### config.mk
export PLATFORM = sky130hd
export DESIGN_NAME = cpu_ask2_keyboard_ctrl
export DESIGN_NICKNAME = d
export VERILOG_FILES = /design/src/rtl/cpu_ask2_keyboard_ctrl.sv
export SDC_FILE = /design/constraint.sdc
export NUM_CORES = 1
export LEC_CHECK = 0
export BUFFER_PORTS_ARGS = -buffer_cell sky130_fd_sc_hd__clkbuf_2
export CAP_MARGIN = 20
export CORE_AREA = 2 2 141 143
export CTS_CLUSTER_DIAMETER = 50
export DETAILED_ROUTE_END_ITERATION = 10
export DIE_AREA = 0 0 143 145
export PLACE_DENSITY_LB_ADDON = 0.25
export SLEW_MARGIN = 40
export SYNTH_ARGS = -nofsm -noshare
export SYNTH_HDL_FRONTEND = slang
export SYNTH_SLANG_ARGS = --single-unit
### constraint.sdc
create_clock -name clk -period 5.3 [get_ports clk]
set_input_delay 0.265 -clock clk [delete_from_list [all_inputs] [get_ports clk]]
set_output_delay 0.265 -clock clk [all_outputs]
set_load 0.03 [all_outputs]
### src/rtl/cpu_ask2_keyboard_ctrl.sv
// Avalon-MM keyboard controller: synchronise and debounce keys, queue press/release
// events in a FIFO popped through the DATA register, with a level IRQ while events wait.
module cpu_ask2_keyboard_ctrl #(
    parameter int unsigned KEYS            = 6,
    parameter int unsigned DEBOUNCE_CYCLES = 50000,
    parameter int unsigned FIFO_DEPTH      = 8
) (
    input  logic            clk,
    input  logic            reset_n,
    input  logic [KEYS-1:0] key_in,
    input  logic [1:0]      address,
    input  logic            chipselect,
    input  logic            read,
    input  logic            write,
    input  logic [31:0]     writedata,
    output logic [31:0]     readdata,
    output logic            irq
);

    localparam int unsigned PtrW = $clog2(FIFO_DEPTH);
    localparam int unsigned CntW = PtrW + 1;
    localparam logic [15:0] DbMax = 16'(DEBOUNCE_CYCLES - 1);

    logic [KEYS-1:0] sync1_q, sync2_q;
    logic [KEYS-1:0] stable_q, stable_d;
    logic [15:0]     db_cnt_q [KEYS];
    logic [15:0]     db_cnt_d [KEYS];
    logic [KEYS-1:0] pending_q, pending_d;
    logic [KEYS-1:0] ptype_q, ptype_d;
    logic [7:0]      mem_q [FIFO_DEPTH];
    logic [PtrW-1:0] wptr_q, wptr_d, rptr_q, rptr_d;
    logic [CntW-1:0] count_q, count_d;
    logic            ovf_q, ovf_d;
    logic [1:0]      ctrl_q, ctrl_d;
    logic [31:0]     readdata_q, readdata_d;
    logic            irq_q, irq_d;

    logic            found, push, pop, ovf_set, rd_en, wr_en;
    logic [KEYS-1:0] push_oh;
    logic [2:0]      push_idx;
    logic            push_type;
    logic [7:0]      push_byte;
    logic [31:0]     status;

    logic unused_wd;
    assign unused_wd = ^{writedata[31:9], writedata[7:2]};

    assign readdata = readdata_q;
    assign irq      = irq_q;

    always_comb begin
        rd_en = chipselect & read;
        wr_en = chipselect & write;

        // Lowest-index pending key wins the single push slot.
        found     = 1'b0;
        push_oh   = '0;
        push_idx  = '0;
        push_type = 1'b0;
        for (int k = 0; k < KEYS; k++) begin
            if (pending_q[k] && !found) begin
                found      = 1'b1;
                push_oh[k] = 1'b1;
                push_idx   = 3'(k);
                push_type  = ptype_q[k];
            end
        end
        push      = found & (count_q != CntW'(FIFO_DEPTH));
        push_byte = {push_type, 4'b0000, push_idx};
        pop       = rd_en & (address == 2'd0) & (count_q != '0);

        pending_d = pending_q;
        if (push) pending_d = pending_q & ~push_oh;

        stable_d = stable_q;
        ptype_d  = ptype_q;
        ovf_set  = 1'b0;
        for (int k = 0; k < KEYS; k++) begin
            db_cnt_d[k] = db_cnt_q[k];
            if (sync2_q[k] == stable_q[k]) begin
                db_cnt_d[k] = '0;
            end else if (db_cnt_q[k] == DbMax) begin
                stable_d[k] = sync2_q[k];
                db_cnt_d[k] = '0;
                if (sync2_q[k] || ctrl_q[1]) begin
                    // A key just pushed this cycle frees its slot, so no collision.
                    if (pending_q[k] && !(push && push_oh[k])) ovf_set = 1'b1;
                    pending_d[k] = 1'b1;
                    ptype_d[k]   = sync2_q[k];
                end
            end else begin
                db_cnt_d[k] = db_cnt_q[k] + 16'd1;
            end
        end

        wptr_d  = push ? wptr_q + PtrW'(1) : wptr_q;
        rptr_d  = pop ? rptr_q + PtrW'(1) : rptr_q;
        count_d = count_q + CntW'(push) - CntW'(pop);

        ovf_d = ovf_q;
        if (wr_en && address == 2'd1 && writedata[8]) ovf_d = 1'b0;
        if (ovf_set) ovf_d = 1'b1;

        ctrl_d = ctrl_q;
        if (wr_en && address == 2'd2) ctrl_d = writedata[1:0];

        status            = '0;
        status[CntW-1:0]  = count_q;
        status[8]         = ovf_q;
        status[16+:KEYS]  = stable_q;

        readdata_d = '0;
        if (rd_en) begin
            unique case (address)
                2'd0: if (count_q != '0) readdata_d = {1'b1, 23'b0, mem_q[rptr_q]};
                2'd1: readdata_d = status;
                2'd2: readdata_d = {30'b0, ctrl_q};
                default: readdata_d = '0;
            endcase
        end

        irq_d = ctrl_d[0] & (count_d != '0);
    end

    always_ff @(posedge clk or negedge reset_n) begin
        if (!reset_n) begin
            sync1_q    <= '0;
            sync2_q    <= '0;
            stable_q   <= '0;
            pending_q  <= '0;
            ptype_q    <= '0;
            wptr_q     <= '0;
            rptr_q     <= '0;
            count_q    <= '0;
            ovf_q      <= 1'b0;
            ctrl_q     <= '0;
            readdata_q <= '0;
            irq_q      <= 1'b0;
            for (int k = 0; k < KEYS; k++) db_cnt_q[k] <= '0;
            for (int i = 0; i < FIFO_DEPTH; i++) mem_q[i] <= '0;
        end else begin
            sync1_q    <= key_in;
            sync2_q    <= sync1_q;
            stable_q   <= stable_d;
            pending_q  <= pending_d;
            ptype_q    <= ptype_d;
            wptr_q     <= wptr_d;
            rptr_q     <= rptr_d;
            count_q    <= count_d;
            ovf_q      <= ovf_d;
            ctrl_q     <= ctrl_d;
            readdata_q <= readdata_d;
            irq_q      <= irq_d;
            for (int k = 0; k < KEYS; k++) db_cnt_q[k] <= db_cnt_d[k];
            if (push) mem_q[wptr_q] <= push_byte;
        end
    end

endmodule

==> summary.md <==
| Metric | Value |
|---|---|
| Outcome | finished, final reports clean |
| Vias in the first global route | between 5000 and 6000 |
| CTS tree | built |
| Placed inst area | ~9000 µm² |
| Die Y | about 150 µm |
| First-pass GRT wire length | between 20000 and 30000 µm |
| Post-route ant nets | 0 |
| Buf/Inv on CP | 5 |
| All-layer global routing usage | 15.4% |
| Final Hold Viols | 0 |
| Skew final | around 0.011 ns |
| Layout cell share with drive strength beyond 1 | between 10 and 15% |
| # DRC | 0 |
| Met2 WL | between 6000 and 7000 µm |
| Fin. max-slew vios | 0 |
| Syn Inst Count | roughly 800 |
| HPWL Detailed | 10100 µm |
| Most common cell after layout, fill and taps aside | dfrtp_1 |
| Initial Utilization | around 45% |
| Final setup fails | 0 |
| Ports | between 70 and 80 |
| Leakage Power | 4.36 nW |
| Most used cells in the layout excluding fill and tap cells | dfrtp_1 (185), nor2_1 (128), nand2_1 (48), nand3_1 (48) |
| Tcrit/Tclk final | between 50 and 60% |
| Buffer levels on the longest clock path | 2 |
| Most frequent CP cell | inv_1 |
| Yosys warnings | 0 |
| Nets | just under 900 |
| Clk sinks | between 150 and 200 |
| PortBufs | 29 |
| Largest net degree at the start of global routing | between 70 and 80 |
| Gpl congestion | between 0.8 and 0.9 |
| Clk root buf | clkbuf_16 |
| Synth cell types | 52 |
| Htree depth | 4 |
| P&R area growth vs syn | 12.2% |
| Worst path cell trace | inv_1, ha_1, nor3b_2, a41oi_2, inv_1, ha_1, inv_1, ha_1, inv_1, fa_1, inv_1, o41a_1 |
| Final TNS setup | 0 ns |
| Via density | a little under 5 |
| Core Region | roughly 19000 µm² |
| Max frequency | 0.333 GHz |
| Setup Buffers After CTS | 0 |
| Initial antenna violation count | 0 |
| Die Area | 20700 µm² |
| PnR worst setup slack | about 2.3 ns |
| Max-Cap Viols | 0 |
| Critical Path AT | ~3.3 ns |
| M1 WL | ~7400 µm |
| Resized cells post-CTS | 0 |
| Dpl ws | 2.32 ns |
| Worst EP required | roughly 5.6 ns |
| Crit-path slowest cell | fa_1 |
| #FFs+latches synth | approximately 190 |
| DR top layer | met4 |
| Post-Syn Area | 8560 µm² |
| Drt total wl | between 10000 and 15000 µm |
| Maximum vdd drop | roughly 0.17 mV |
| Overall die width | 143 µm |
| Vias post-DR | ~5500 |
| Avg Inst Size Synth | between 10 and 15 µm² |
| Total power draw | 3.08 mW |
| WL/cell | 13.6 µm |
| Worst hold path type | primary input to register |
| CP top delay family | adder cells |
| PwrDens | ~320 nW/µm² |
| Critical path class | register to register |
| Clock Latency Late Sink | 0.42 ns |
| CP max FO | 8 |
| Final Util | 50.0% |
| Register area share after synthesis | between 50% and 60% |
| Worst setup EP type | register |
| Clk slew on worst S/H paths | about 0.070 ns |
| Ys flop type | dfrtp_1 |
| Critical Path Source Type | register |
| Ys async rst share | 100% |
| Cell row count | 51 |
| Largest stage delay, worst path | 0.48 ns |
| Hold buffers post-CTS | 7 |
| Met3 Wirelength | 435 µm |
| Relative slew slack | 53.3% |
| 1st-iter DRT viols | 256 |
| CTS Buf Count | 17 |
| Period minus WS final | between 3 and 4 ns |
| RSZ-0062 raised after global routing | false |
| Diode count | 0 |
| Drt first pass iters | 4 |
| Number of synthesized flops with an enable pin | 0 |
| Grt ovf | 0 |
| Fin area | approximately 9600 µm² |
| Slew @ Worst Pin | around 0.7 ns |
worst reg2reg max path: cells and delay by family (launching register included):
| family | cells | cell delay [ns] |
|---|---|---|
| DFF | 1 | 0.38 |
| buffers and inverters | 5 | 0.47 |
| AOI/OAI and AO/OA | 2 | 0.57 |
| adders and majority gates | 4 | 1.04 |
| and+or+nand+nor | 1 | 0.44 |
cells in the mapped netlist (all sizes together), types with 2 or more instances:
library cell  count  area (µm²)
and3             17         108
buf              24         170
inv              21        78.8
o31ai             3        22.5
or2               2        12.5
nor4              6        37.5
nor4b             2        17.5
xor2             46         403
mux4              8         180
nand3            48         240
o22a              3        26.3
dfrtp           185        4630
or3               8        50.1
o21a              4        30.0
ha               14         175
nand2            48         180
a211oi            2        15.0
nor2b             7        43.8
a21oi            12        60.1
o21ai            13        65.1
nor4bb            4        40.0
nor2            128         480
nor3             15        80.1
or4               4        30.0
nand2b            2        12.5
and4              3        26.3
and2              9        56.3
mux2i             7        70.1
a221oi            3        26.3
mux2             44         495
xnor2            46         403
clkbuf            8        32.5
nand4            18         113
where the power goes:
part           switching (mW)  internal [mW]  leakage (nW)
registers              0.0845           1.47          2.52
clock network           0.560          0.704         0.275
logic                   0.150          0.116          1.57
total                   0.794           2.29          4.36
per-stage QoR:
step | cells | hold WS [ns]
after floorplan | 797 | -0.0306
after global placement | 1061 | 0.223
after detailed placement | 1061 | 0.226
after CTS | 1100 | 0.0571
after global routing | 1100 | 0.0651
final | 1100 | 0.0774
cells by family after synthesis:
kind of cell	count (synthesis)	share of synthesized area [%]
simple gates	322	18.0
flops	185	54.1
xor+xnor	92	9.41
mux	59	8.71
buf+inv	53	3.29
compound gates	52	4.19
fa+ha+maj	15	2.28
other cells	1	0.0438
final cells by class:
| cell class | instances | area [µm²] |
|---|---|---|
| multi-input combinational | 559 | 3730 |
| inverter | 21 | 78.8 |
| sequential | 185 | 4630 |
| clock inverter | 15 | 166 |
| fill | 1739 | 9600 |
| timing repair buffer | 38 | 246 |
| clock buffer | 17 | 425 |
| tap | 265 | 332 |
flip-flops by register name, indices dropped and copies added (netlist names):
signal     cells
db_cnt_q      96
mem_q         32
readdata      13
pending_q      6
ptype_q        6
stable_q       6
sync1_q        6
sync2_q        6
count_q        4
rptr_q         3
wptr_q         3
ctrl_q         2
irq            1
ovf_q          1
routing by layer:
metal	track usage (%)	vias up
met3	3.99	15
met1	21.9	2653
met4	4.11	0
met2	23.5	54
li1	-	2739
met5	0	-
path summary, 6_finish.rpt:
path | depth (start not counted) | endpoint | from | slack [ns]
max | 12 | irq$_DFF_PN0_ | count_q[2]$_DFF_PN0_ | 2.30
min | 2 | ctrl_q[1]$_DFFE_PN0P_ | writedata[1] | 0.08
max reg2reg | 12 | irq$_DFF_PN0_ | count_q[2]$_DFF_PN0_ | 2.30
min reg2reg | 0 | sync2_q[0]$_DFF_PN0_ | sync1_q[0]$_DFF_PN0_ | 0.35
max in group asynchronous | 3 | mem_q[31]$_DFFE_PN0P_ | reset_n | 3.96
min in group asynchronous | 2 | db_cnt_q[28]$_DFF_PN0_ | reset_n | 0.34
No activity file was read; power rests on OpenSTA's default activity.
